File: src/rtl/tlb_ctl_if.sv
// Bundle of TLB search, CP0 write/read, Wired/Random and invalidate signals.
// The controller takes the slave side; CP0 and the translation stages take the master side.
interface tlb_ctl_if #(parameter int TLBNUM = 16);
  localparam int IDXW = $clog2(TLBNUM);

  logic            s0_req, s1_req;
  logic [18:0]     s0_vpn2, s1_vpn2;
  logic            s0_odd_page, s1_odd_page;
  logic [7:0]      s0_asid, s1_asid;
  logic            s0_found, s1_found, s0_multi, s1_multi;
  logic [IDXW-1:0] s0_index, s1_index;
  logic [19:0]     s0_pfn, s1_pfn;
  logic [2:0]      s0_c, s1_c;
  logic            s0_d, s1_d, s0_v, s1_v;

  logic            we, w_random;
  logic [IDXW-1:0] w_index;
  logic [18:0]     w_vpn2;
  logic [7:0]      w_asid;
  logic            w_g;
  logic [19:0]     w_pfn0, w_pfn1;
  logic [2:0]      w_c0, w_c1;
  logic            w_d0, w_v0, w_d1, w_v1;

  logic [IDXW-1:0] r_index;
  logic            r_e;
  logic [18:0]     r_vpn2;
  logic [7:0]      r_asid;
  logic            r_g;
  logic [19:0]     r_pfn0, r_pfn1;
  logic [2:0]      r_c0, r_c1;
  logic            r_d0, r_v0, r_d1, r_v1;

  logic            wired_we;
  logic [IDXW-1:0] wired_in, wired, random;

  logic            inv_req, inv_mode, inv_busy, inv_done;
  logic [7:0]      inv_asid;

  modport slave (
    input  s0_req, s0_vpn2, s0_odd_page, s0_asid, s1_req, s1_vpn2, s1_odd_page, s1_asid,
    output s0_found, s0_multi, s0_index, s0_pfn, s0_c, s0_d, s0_v,
    output s1_found, s1_multi, s1_index, s1_pfn, s1_c, s1_d, s1_v,
    input  we, w_random, w_index, w_vpn2, w_asid, w_g,
    input  w_pfn0, w_c0, w_d0, w_v0, w_pfn1, w_c1, w_d1, w_v1,
    input  r_index,
    output r_e, r_vpn2, r_asid, r_g, r_pfn0, r_c0, r_d0, r_v0, r_pfn1, r_c1, r_d1, r_v1,
    input  wired_we, wired_in,
    output wired, random,
    input  inv_req, inv_mode, inv_asid,
    output inv_busy, inv_done
  );

  modport master (
    output s0_req, s0_vpn2, s0_odd_page, s0_asid, s1_req, s1_vpn2, s1_odd_page, s1_asid,
    input  s0_found, s0_multi, s0_index, s0_pfn, s0_c, s0_d, s0_v,
    input  s1_found, s1_multi, s1_index, s1_pfn, s1_c, s1_d, s1_v,
    output we, w_random, w_index, w_vpn2, w_asid, w_g,
    output w_pfn0, w_c0, w_d0, w_v0, w_pfn1, w_c1, w_d1, w_v1,
    output r_index,
    input  r_e, r_vpn2, r_asid, r_g, r_pfn0, r_c0, r_d0, r_v0, r_pfn1, r_c1, r_d1, r_v1,
    output wired_we, wired_in,
    input  wired, random,
    output inv_req, inv_mode, inv_asid,
    input  inv_busy, inv_done
  );
endinterface

File: src/rtl/tlb_ctl.sv
// Fully associative dual-page JTLB: two registered search ports, TLBWI/TLBWR write,
// combinational read, Random/Wired pair and a sequential invalidate walker.
module tlb_ctl #(
  parameter int TLBNUM = 16
) (
  input logic      clk,
  input logic      reset,
  tlb_ctl_if.slave bus
);
  localparam int IDXW = $clog2(TLBNUM);
  localparam logic [IDXW-1:0] LAST_IDX = IDXW'(TLBNUM - 1);

  logic [18:0] vpn2_mem [TLBNUM];
  logic [7:0]  asid_mem [TLBNUM];
  logic        g_mem    [TLBNUM];
  logic [19:0] pfn0_mem [TLBNUM];
  logic [2:0]  c0_mem   [TLBNUM];
  logic        d0_mem   [TLBNUM];
  logic        v0_mem   [TLBNUM];
  logic [19:0] pfn1_mem [TLBNUM];
  logic [2:0]  c1_mem   [TLBNUM];
  logic        d1_mem   [TLBNUM];
  logic        v1_mem   [TLBNUM];
  logic [TLBNUM-1:0] valid_reg;

  logic [IDXW-1:0] random_reg, wired_reg, w_target;

  typedef enum logic [1:0] {ST_IDLE, ST_WALK, ST_DONE} inv_state_t;
  inv_state_t      inv_state_reg;
  logic [IDXW-1:0] inv_ptr_reg;
  logic            inv_mode_reg, inv_busy_reg, inv_done_reg, inv_hit;
  logic [7:0]      inv_asid_reg;

  logic        s_req  [2];
  logic [18:0] s_vpn2 [2];
  logic        s_odd  [2];
  logic [7:0]  s_asid [2];

  assign s_req[0]  = bus.s0_req;       assign s_req[1]  = bus.s1_req;
  assign s_vpn2[0] = bus.s0_vpn2;      assign s_vpn2[1] = bus.s1_vpn2;
  assign s_odd[0]  = bus.s0_odd_page;  assign s_odd[1]  = bus.s1_odd_page;
  assign s_asid[0] = bus.s0_asid;      assign s_asid[1] = bus.s1_asid;

  genvar gp, gi;
  generate
    for (gp = 0; gp < 2; gp++) begin : g_port
      logic [TLBNUM-1:0] match;
      logic [IDXW-1:0]   hit_idx;
      logic              found_reg, multi_reg, d_reg, v_reg;
      logic [IDXW-1:0]   index_reg;
      logic [19:0]       pfn_reg;
      logic [2:0]        c_reg;

      for (gi = 0; gi < TLBNUM; gi++) begin : g_match
        assign match[gi] = valid_reg[gi] && (vpn2_mem[gi] == s_vpn2[gp]) &&
                           ((asid_mem[gi] == s_asid[gp]) || g_mem[gi]);
      end

      // Downward scan leaves the lowest matching index.
      always_comb begin
        hit_idx = '0;
        for (int i = TLBNUM - 1; i >= 0; i--) begin
          if (match[i]) hit_idx = IDXW'(i);
        end
      end

      always_ff @(posedge clk) begin
        if (reset) begin
          found_reg <= 1'b0;
          multi_reg <= 1'b0;
          index_reg <= '0;
          pfn_reg   <= '0;
          c_reg     <= '0;
          d_reg     <= 1'b0;
          v_reg     <= 1'b0;
        end else if (s_req[gp]) begin
          found_reg <= |match;
          multi_reg <= (match & (match - TLBNUM'(1))) != '0;
          index_reg <= hit_idx;
          if (|match) begin
            pfn_reg <= s_odd[gp] ? pfn1_mem[hit_idx] : pfn0_mem[hit_idx];
            c_reg   <= s_odd[gp] ? c1_mem[hit_idx]   : c0_mem[hit_idx];
            d_reg   <= s_odd[gp] ? d1_mem[hit_idx]   : d0_mem[hit_idx];
            v_reg   <= s_odd[gp] ? v1_mem[hit_idx]   : v0_mem[hit_idx];
          end else begin
            pfn_reg <= '0;
            c_reg   <= '0;
            d_reg   <= 1'b0;
            v_reg   <= 1'b0;
          end
        end
      end
    end
  endgenerate

  assign bus.s0_found = g_port[0].found_reg;  assign bus.s1_found = g_port[1].found_reg;
  assign bus.s0_multi = g_port[0].multi_reg;  assign bus.s1_multi = g_port[1].multi_reg;
  assign bus.s0_index = g_port[0].index_reg;  assign bus.s1_index = g_port[1].index_reg;
  assign bus.s0_pfn   = g_port[0].pfn_reg;    assign bus.s1_pfn   = g_port[1].pfn_reg;
  assign bus.s0_c     = g_port[0].c_reg;      assign bus.s1_c     = g_port[1].c_reg;
  assign bus.s0_d     = g_port[0].d_reg;      assign bus.s1_d     = g_port[1].d_reg;
  assign bus.s0_v     = g_port[0].v_reg;      assign bus.s1_v     = g_port[1].v_reg;

  assign w_target = bus.w_random ? random_reg : bus.w_index;

  // Entry payload is not reset; only the valid bits gate matching.
  always_ff @(posedge clk) begin
    if (bus.we) begin
      vpn2_mem[w_target] <= bus.w_vpn2;
      asid_mem[w_target] <= bus.w_asid;
      g_mem[w_target]    <= bus.w_g;
      pfn0_mem[w_target] <= bus.w_pfn0;
      c0_mem[w_target]   <= bus.w_c0;
      d0_mem[w_target]   <= bus.w_d0;
      v0_mem[w_target]   <= bus.w_v0;
      pfn1_mem[w_target] <= bus.w_pfn1;
      c1_mem[w_target]   <= bus.w_c1;
      d1_mem[w_target]   <= bus.w_d1;
      v1_mem[w_target]   <= bus.w_v1;
    end
  end

  always_ff @(posedge clk) begin
    if (reset) begin
      wired_reg  <= '0;
      random_reg <= LAST_IDX;
    end else if (bus.wired_we) begin
      wired_reg  <= bus.wired_in;
      random_reg <= LAST_IDX;
    end else if (random_reg <= wired_reg) begin
      random_reg <= LAST_IDX;
    end else begin
      random_reg <= random_reg - IDXW'(1);
    end
  end

  assign inv_hit = !inv_mode_reg ||
                   ((asid_mem[inv_ptr_reg] == inv_asid_reg) && !g_mem[inv_ptr_reg]);

  // Walker owns the valid bits; a same-edge write is applied last so it wins.
  always_ff @(posedge clk) begin
    if (reset) begin
      inv_state_reg <= ST_IDLE;
      inv_ptr_reg   <= '0;
      inv_mode_reg  <= 1'b0;
      inv_asid_reg  <= '0;
      inv_busy_reg  <= 1'b0;
      inv_done_reg  <= 1'b0;
      valid_reg     <= '0;
    end else begin
      case (inv_state_reg)
        ST_IDLE: begin
          if (bus.inv_req) begin
            inv_mode_reg  <= bus.inv_mode;
            inv_asid_reg  <= bus.inv_asid;
            inv_ptr_reg   <= '0;
            inv_busy_reg  <= 1'b1;
            inv_state_reg <= ST_WALK;
          end
        end
        ST_WALK: begin
          if (inv_hit) valid_reg[inv_ptr_reg] <= 1'b0;
          if (inv_ptr_reg == LAST_IDX) begin
            inv_state_reg <= ST_DONE;
            inv_done_reg  <= 1'b1;
          end else begin
            inv_ptr_reg <= inv_ptr_reg + IDXW'(1);
          end
        end
        ST_DONE: begin
          inv_state_reg <= ST_IDLE;
          inv_busy_reg  <= 1'b0;
          inv_done_reg  <= 1'b0;
        end
        default: inv_state_reg <= ST_IDLE;
      endcase
      if (bus.we) valid_reg[w_target] <= 1'b1;
    end
  end

  assign bus.inv_busy = inv_busy_reg;
  assign bus.inv_done = inv_done_reg;
  assign bus.wired    = wired_reg;
  assign bus.random   = random_reg;

  assign bus.r_e    = valid_reg[bus.r_index];
  assign bus.r_vpn2 = vpn2_mem[bus.r_index];
  assign bus.r_asid = asid_mem[bus.r_index];
  assign bus.r_g    = g_mem[bus.r_index];
  assign bus.r_pfn0 = pfn0_mem[bus.r_index];
  assign bus.r_c0   = c0_mem[bus.r_index];
  assign bus.r_d0   = d0_mem[bus.r_index];
  assign bus.r_v0   = v0_mem[bus.r_index];
  assign bus.r_pfn1 = pfn1_mem[bus.r_index];
  assign bus.r_c1   = c1_mem[bus.r_index];
  assign bus.r_d1   = d1_mem[bus.r_index];
  assign bus.r_v1   = v1_mem[bus.r_index];
endmodule

File: src/flat_wrapper.sv
// flat-port wrapper written by rule: the top's interface ports become plain ports
module tlb_ctl_flat 
#(
  parameter int TLBNUM = 16
)
  (clk, reset, bus_s0_req, bus_s0_vpn2, bus_s0_odd_page, bus_s0_asid, bus_s1_req, bus_s1_vpn2, bus_s1_odd_page, bus_s1_asid, bus_s0_found, bus_s0_multi, bus_s0_index, bus_s0_pfn, bus_s0_c, bus_s0_d, bus_s0_v, bus_s1_found, bus_s1_multi, bus_s1_index, bus_s1_pfn, bus_s1_c, bus_s1_d, bus_s1_v, bus_we, bus_w_random, bus_w_index, bus_w_vpn2, bus_w_asid, bus_w_g, bus_w_pfn0, bus_w_c0, bus_w_d0, bus_w_v0, bus_w_pfn1, bus_w_c1, bus_w_d1, bus_w_v1, bus_r_index, bus_r_e, bus_r_vpn2, bus_r_asid, bus_r_g, bus_r_pfn0, bus_r_c0, bus_r_d0, bus_r_v0, bus_r_pfn1, bus_r_c1, bus_r_d1, bus_r_v1, bus_wired_we, bus_wired_in, bus_wired, bus_random, bus_inv_req, bus_inv_mode, bus_inv_asid, bus_inv_busy, bus_inv_done);
  tlb_ctl_if #(.TLBNUM(TLBNUM)) bus_i ();
  input logic clk;
  input logic reset;
  input wire logic [$bits(bus_i.s0_req)-1:0] bus_s0_req;
  input wire logic [$bits(bus_i.s0_vpn2)-1:0] bus_s0_vpn2;
  input wire logic [$bits(bus_i.s0_odd_page)-1:0] bus_s0_odd_page;
  input wire logic [$bits(bus_i.s0_asid)-1:0] bus_s0_asid;
  input wire logic [$bits(bus_i.s1_req)-1:0] bus_s1_req;
  input wire logic [$bits(bus_i.s1_vpn2)-1:0] bus_s1_vpn2;
  input wire logic [$bits(bus_i.s1_odd_page)-1:0] bus_s1_odd_page;
  input wire logic [$bits(bus_i.s1_asid)-1:0] bus_s1_asid;
  output wire logic [$bits(bus_i.s0_found)-1:0] bus_s0_found;
  output wire logic [$bits(bus_i.s0_multi)-1:0] bus_s0_multi;
  output wire logic [$bits(bus_i.s0_index)-1:0] bus_s0_index;
  output wire logic [$bits(bus_i.s0_pfn)-1:0] bus_s0_pfn;
  output wire logic [$bits(bus_i.s0_c)-1:0] bus_s0_c;
  output wire logic [$bits(bus_i.s0_d)-1:0] bus_s0_d;
  output wire logic [$bits(bus_i.s0_v)-1:0] bus_s0_v;
  output wire logic [$bits(bus_i.s1_found)-1:0] bus_s1_found;
  output wire logic [$bits(bus_i.s1_multi)-1:0] bus_s1_multi;
  output wire logic [$bits(bus_i.s1_index)-1:0] bus_s1_index;
  output wire logic [$bits(bus_i.s1_pfn)-1:0] bus_s1_pfn;
  output wire logic [$bits(bus_i.s1_c)-1:0] bus_s1_c;
  output wire logic [$bits(bus_i.s1_d)-1:0] bus_s1_d;
  output wire logic [$bits(bus_i.s1_v)-1:0] bus_s1_v;
  input wire logic [$bits(bus_i.we)-1:0] bus_we;
  input wire logic [$bits(bus_i.w_random)-1:0] bus_w_random;
  input wire logic [$bits(bus_i.w_index)-1:0] bus_w_index;
  input wire logic [$bits(bus_i.w_vpn2)-1:0] bus_w_vpn2;
  input wire logic [$bits(bus_i.w_asid)-1:0] bus_w_asid;
  input wire logic [$bits(bus_i.w_g)-1:0] bus_w_g;
  input wire logic [$bits(bus_i.w_pfn0)-1:0] bus_w_pfn0;
  input wire logic [$bits(bus_i.w_c0)-1:0] bus_w_c0;
  input wire logic [$bits(bus_i.w_d0)-1:0] bus_w_d0;
  input wire logic [$bits(bus_i.w_v0)-1:0] bus_w_v0;
  input wire logic [$bits(bus_i.w_pfn1)-1:0] bus_w_pfn1;
  input wire logic [$bits(bus_i.w_c1)-1:0] bus_w_c1;
  input wire logic [$bits(bus_i.w_d1)-1:0] bus_w_d1;
  input wire logic [$bits(bus_i.w_v1)-1:0] bus_w_v1;
  input wire logic [$bits(bus_i.r_index)-1:0] bus_r_index;
  output wire logic [$bits(bus_i.r_e)-1:0] bus_r_e;
  output wire logic [$bits(bus_i.r_vpn2)-1:0] bus_r_vpn2;
  output wire logic [$bits(bus_i.r_asid)-1:0] bus_r_asid;
  output wire logic [$bits(bus_i.r_g)-1:0] bus_r_g;
  output wire logic [$bits(bus_i.r_pfn0)-1:0] bus_r_pfn0;
  output wire logic [$bits(bus_i.r_c0)-1:0] bus_r_c0;
  output wire logic [$bits(bus_i.r_d0)-1:0] bus_r_d0;
  output wire logic [$bits(bus_i.r_v0)-1:0] bus_r_v0;
  output wire logic [$bits(bus_i.r_pfn1)-1:0] bus_r_pfn1;
  output wire logic [$bits(bus_i.r_c1)-1:0] bus_r_c1;
  output wire logic [$bits(bus_i.r_d1)-1:0] bus_r_d1;
  output wire logic [$bits(bus_i.r_v1)-1:0] bus_r_v1;
  input wire logic [$bits(bus_i.wired_we)-1:0] bus_wired_we;
  input wire logic [$bits(bus_i.wired_in)-1:0] bus_wired_in;
  output wire logic [$bits(bus_i.wired)-1:0] bus_wired;
  output wire logic [$bits(bus_i.random)-1:0] bus_random;
  input wire logic [$bits(bus_i.inv_req)-1:0] bus_inv_req;
  input wire logic [$bits(bus_i.inv_mode)-1:0] bus_inv_mode;
  input wire logic [$bits(bus_i.inv_asid)-1:0] bus_inv_asid;
  output wire logic [$bits(bus_i.inv_busy)-1:0] bus_inv_busy;
  output wire logic [$bits(bus_i.inv_done)-1:0] bus_inv_done;
  assign bus_i.s0_req = bus_s0_req;
  assign bus_i.s0_vpn2 = bus_s0_vpn2;
  assign bus_i.s0_odd_page = bus_s0_odd_page;
  assign bus_i.s0_asid = bus_s0_asid;
  assign bus_i.s1_req = bus_s1_req;
  assign bus_i.s1_vpn2 = bus_s1_vpn2;
  assign bus_i.s1_odd_page = bus_s1_odd_page;
  assign bus_i.s1_asid = bus_s1_asid;
  assign bus_s0_found = bus_i.s0_found;
  assign bus_s0_multi = bus_i.s0_multi;
  assign bus_s0_index = bus_i.s0_index;
  assign bus_s0_pfn = bus_i.s0_pfn;
  assign bus_s0_c = bus_i.s0_c;
  assign bus_s0_d = bus_i.s0_d;
  assign bus_s0_v = bus_i.s0_v;
  assign bus_s1_found = bus_i.s1_found;
  assign bus_s1_multi = bus_i.s1_multi;
  assign bus_s1_index = bus_i.s1_index;
  assign bus_s1_pfn = bus_i.s1_pfn;
  assign bus_s1_c = bus_i.s1_c;
  assign bus_s1_d = bus_i.s1_d;
  assign bus_s1_v = bus_i.s1_v;
  assign bus_i.we = bus_we;
  assign bus_i.w_random = bus_w_random;
  assign bus_i.w_index = bus_w_index;
  assign bus_i.w_vpn2 = bus_w_vpn2;
  assign bus_i.w_asid = bus_w_asid;
  assign bus_i.w_g = bus_w_g;
  assign bus_i.w_pfn0 = bus_w_pfn0;
  assign bus_i.w_c0 = bus_w_c0;
  assign bus_i.w_d0 = bus_w_d0;
  assign bus_i.w_v0 = bus_w_v0;
  assign bus_i.w_pfn1 = bus_w_pfn1;
  assign bus_i.w_c1 = bus_w_c1;
  assign bus_i.w_d1 = bus_w_d1;
  assign bus_i.w_v1 = bus_w_v1;
  assign bus_i.r_index = bus_r_index;
  assign bus_r_e = bus_i.r_e;
  assign bus_r_vpn2 = bus_i.r_vpn2;
  assign bus_r_asid = bus_i.r_asid;
  assign bus_r_g = bus_i.r_g;
  assign bus_r_pfn0 = bus_i.r_pfn0;
  assign bus_r_c0 = bus_i.r_c0;
  assign bus_r_d0 = bus_i.r_d0;
  assign bus_r_v0 = bus_i.r_v0;
  assign bus_r_pfn1 = bus_i.r_pfn1;
  assign bus_r_c1 = bus_i.r_c1;
  assign bus_r_d1 = bus_i.r_d1;
  assign bus_r_v1 = bus_i.r_v1;
  assign bus_i.wired_we = bus_wired_we;
  assign bus_i.wired_in = bus_wired_in;
  assign bus_wired = bus_i.wired;
  assign bus_random = bus_i.random;
  assign bus_i.inv_req = bus_inv_req;
  assign bus_i.inv_mode = bus_inv_mode;
  assign bus_i.inv_asid = bus_inv_asid;
  assign bus_inv_busy = bus_i.inv_busy;
  assign bus_inv_done = bus_i.inv_done;
  tlb_ctl #(.TLBNUM(TLBNUM)) u_core (.clk(clk), .reset(reset), .bus(bus_i));
endmodule
File: config.mk
export PLATFORM = sky130hd
export DESIGN_NAME = tlb_ctl_flat
export DESIGN_NICKNAME = d
export VERILOG_FILES = /design/src/rtl/tlb_ctl_if.sv /design/src/rtl/tlb_ctl.sv /design/src/flat_wrapper.sv
export SDC_FILE = /design/constraint.sdc
export NUM_CORES = 2
export LEC_CHECK = 0
export ABC_AREA = 1
export BUFFER_PORTS_ARGS = -buffer_cell sky130_fd_sc_hd__buf_2
export CELL_PAD_IN_SITES_DETAIL_PLACEMENT = 0
export CELL_PAD_IN_SITES_GLOBAL_PLACEMENT = 1
export CORE_UTILIZATION = 40
export DETAILED_ROUTE_END_ITERATION = 10
export PLACE_DENSITY_LB_ADDON = 0.08
export SLEW_MARGIN = 20
export SYNTH_ARGS = -nofsm -noshare
export SYNTH_HDL_FRONTEND = slang
export SYNTH_SLANG_ARGS = --single-unit
File: constraint.sdc
create_clock -name clk -period 7.2 [get_ports clk]
set_input_delay 0.72 -clock clk [delete_from_list [all_inputs] [get_ports clk]]
set_output_delay 0.72 -clock clk [all_outputs]
set_load 0.02 [all_outputs]
==> impl_metrics.env <==
export IMPL_cts_setup_buffers=0
export IMPL_dieArea_um2=209000
export IMPL_cp_max_fo=48
export IMPL_drc=0
export IMPL_worstSetupStartpointType="input pin"
export IMPL_met2_usage_pct=67.4
export IMPL_ant_nets=0
export IMPL_numCtsBuffers=166
export IMPL_clk_path_buf_depth=3
export IMPL_root_buffer="clkbuf_16"
export IMPL_ys_types=60
export IMPL_clk_latency_ns=0.85
export IMPL_cts_resized=0
export IMPL_rows=166
export IMPL_avgSynthCellArea_um2=8.15
export IMPL_fmax_mhz=180
export IMPL_htreeDepth=4
export IMPL_vias_per_cell=6.69
export IMPL_slew_headroom_pct=16.6
export IMPL_seq_area_frac_synth_pct=47.9
export IMPL_die_height_um=457
export IMPL_grt_ovfl_total=0
export IMPL_io_buffers=313
export IMPL_ys_async_sr_fraction_pct=0
export IMPL_die_w_um=457
export IMPL_vias=86900
export IMPL_multi_input_area_um2=37300
export IMPL_grt_use_met1_pct=53.9
export IMPL_postPlaceCellArea_um2=87400
export IMPL_fin_nets=10300
export IMPL_tightest_slew_ns=1.25
export IMPL_postLayoutCellArea_um2=93000
export IMPL_finalNonFillerCells=13000
export IMPL_grt_util_all_layers_pct=43.8
export IMPL_synth_edff_count=1248
export IMPL_start_util_pct=40.4
export IMPL_outcome="finished clean"
export IMPL_ioPinCount=314
export IMPL_crit_required_ns=7.88
export IMPL_totalPowerFinal_mw=19.7
export IMPL_cts_hold_buf=0
export IMPL_tns_ns=0
export IMPL_ys_seq_elements=1355
export IMPL_use_met3_pct=11.1
export IMPL_rsz0062_at_grt="no"
export IMPL_final_fill_count=20200
export IMPL_clock_skew_ns=0.0351
export IMPL_dp_cells=12600
export IMPL_synthTopCellsByArea="edfxtp_1 45%, nand3_1 15%, nand2_1 8.4%"
export IMPL_ff_latch_area_um2=39600
export IMPL_cp_arrival_ns=6.25
export IMPL_timing_hold_violations_final=0
export IMPL_hold_class="input pin to register"
export IMPL_dp_hpwl_um=300000
export IMPL_fin_crit_ns=5.57
export IMPL_routabilityCongestion=1.06
export IMPL_post_place_ws_ns=1.24
export IMPL_max_stage_delay_ns=0.59
export IMPL_p_leak_nw=34.7
export IMPL_cts_sinks=1355
export IMPL_critPathSlowestCell="inv_1"
export IMPL_drv_slew=0
export IMPL_synth_nets=10300
export IMPL_drt_initial_drc_count=13600
export IMPL_cpMostUsedCell="nand2_1"
export IMPL_drive_above_1_share_pct=10.1
export IMPL_yosys_most_used_dff="edfxtp_1"
export IMPL_netlist_instances=10200
export IMPL_vdd_ir_drop_max_mv=0.262
export IMPL_end_kind="register"
export IMPL_clkTransAtPathRegs_ns=0.06
export IMPL_cts_tree="yes"
export IMPL_synth_area_leader_cell="edfxtp_1"
export IMPL_coreArea_um2=205000
export IMPL_reg_top3="u_core.pfn0_mem: 320 flops, u_core.pfn1_mem: 320 flops, u_core.vpn2_mem: 304 flops"
export IMPL_power_density_nw_per_um2=212
export IMPL_path_class="input pin to register"
export IMPL_timing_final_crit_share_pct=77.3
export IMPL_grt_max_degree=167
export IMPL_grt_pass1_wl_um=647000
export IMPL_first_pass_iters=9
export IMPL_antenna_found_initial=54
export IMPL_area_growth_pct=12.4
export IMPL_syn_cell_area_um2=82700
export IMPL_yosys_warnings=0
export IMPL_wl_um=473000
export IMPL_cap_violations=0
export IMPL_setup_viol=0
export IMPL_timing_final_ws_setup_ns=1.63
export IMPL_wl_per_cell_um=36.5
export IMPL_grt_busiest_layer="met2"
export IMPL_synth_top_area_share_pct=45.3
export IMPL_grt_pass1_vias=80000
==> worst max-delay path: cells and delay by family <==
| family | cells | cell delay [ns] |
|---|---|---|
| AND/OR/NAND/NOR | 29 | 3.95 |
| buffers and inverters | 3 | 1.36 |
| AO/OA/AOI/OAI | 1 | 0.07 |
==> layout by cell type (no fill, tap or decap), drive strengths merged, types with 18 or more instances in the layout <==
cell and n:
nand2 1857, clkbuf 207, o221ai 183, dfxtp 107, o22ai 238, nor4 46
o2111ai 48, nor2 701, o211ai 100, or2 18, buf 670, diode 27
clkinv 78, xnor2 139, nand4 101, nor3 54, edfxtp 1248, xor2 110
o21ai 808, inv 497, nand3 2549, a221oi 21, a21oi 371
==> Yosys cell counts (12+ instances only) <==
cell type	number
nand3_1	2548
nand2_1	1850
edfxtp_1	1248
o21ai_0	795
nor2_1	699
inv_1	451
clkbuf_1	380
a21oi_1	369
buf_2	303
o22ai_1	238
o221ai_1	183
xnor2_1	139
xor2_1	110
dfxtp_1	107
nand4_1	100
o211ai_1	100
buf_4	86
buf_1	59
nor3_1	54
o2111ai_1	48
nor4_1	45
inv_2	39
buf_6	32
a221oi_1	21
or2_2	17
o41ai_1	15
o21ai_1	13
a211oi_1	12
==> power by group <==
| part | internal (mW) | switching, mW | total [mW] |
|---|---|---|---|
| Combinational | 0.502 | 1.69 | 2.19 |
| Clock | 4.99 | 3.70 | 8.69 |
| Sequential | 8.72 | 0.108 | 8.83 |
==> final cells by class <==
cell class	count	share of cell area (%)
Clock buffer	207	4.87
Multi-Input combinational cell	7432	40.1
Timing Repair Buffer	670	5.64
Clock inverter	100	1.02
Tap cell	2688	3.62
Inverter	500	2.11
Antenna cell	27	0.0726
Sequential cell	1355	42.6
==> metrics by stage <==
stage,util [%],hold slack (ns)
2_1_floorplan,-,0.445
3_3_place_gp,42.6,0.414
3_5_place_dp,42.6,0.417
4_1_cts,45.3,0.0740
5_1_grt,45.4,0.111
6_report,45.4,0.119
==> layer usage <==
| metal | vias up | routed length (µm) |
|---|---|---|
| met5 | - | 184 |
| met4 | 28 | 37900 |
| met3 | 1550 | 53900 |
| met2 | 6585 | 209000 |
| met1 | 42400 | 172000 |
| li1 | 36300 | - |
==> logic make-up (layout without fill, tap and decap cells) <==
| logic type | count (synthesis) | after routing | synth area share (%) |
|---|---|---|---|
| simple gates | 5346 | 5346 | 28.9 |
| xor+xnor | 249 | 249 | 2.64 |
| fa+ha+maj | 9 | 9 | 0.136 |
| buf+inv | 1364 | 1477 | 7.37 |
| other cells | 0 | 27 | 0 |
| compound gates | 1823 | 1823 | 13.1 |
| flops | 1355 | 1355 | 47.9 |
| mux | 5 | 5 | 0.0605 |
==> final timing paths <==
path	start	endpoint	slack, ns	cells after the start
setup / recovery	bus_s0_vpn2[6]	u_core.bus.s0_d	1.63	33
hold / removal	bus_wired_in[0]	u_core.bus.wired[0]	0.12	3
setup reg to reg	u_core.vpn2_mem[3][7]	u_core.bus.s0_d	1.94	16
hold reg to reg	u_core.bus.random[0]	u_core.bus.random[0]	0.43	1
(Power assumes the default switching activity.)
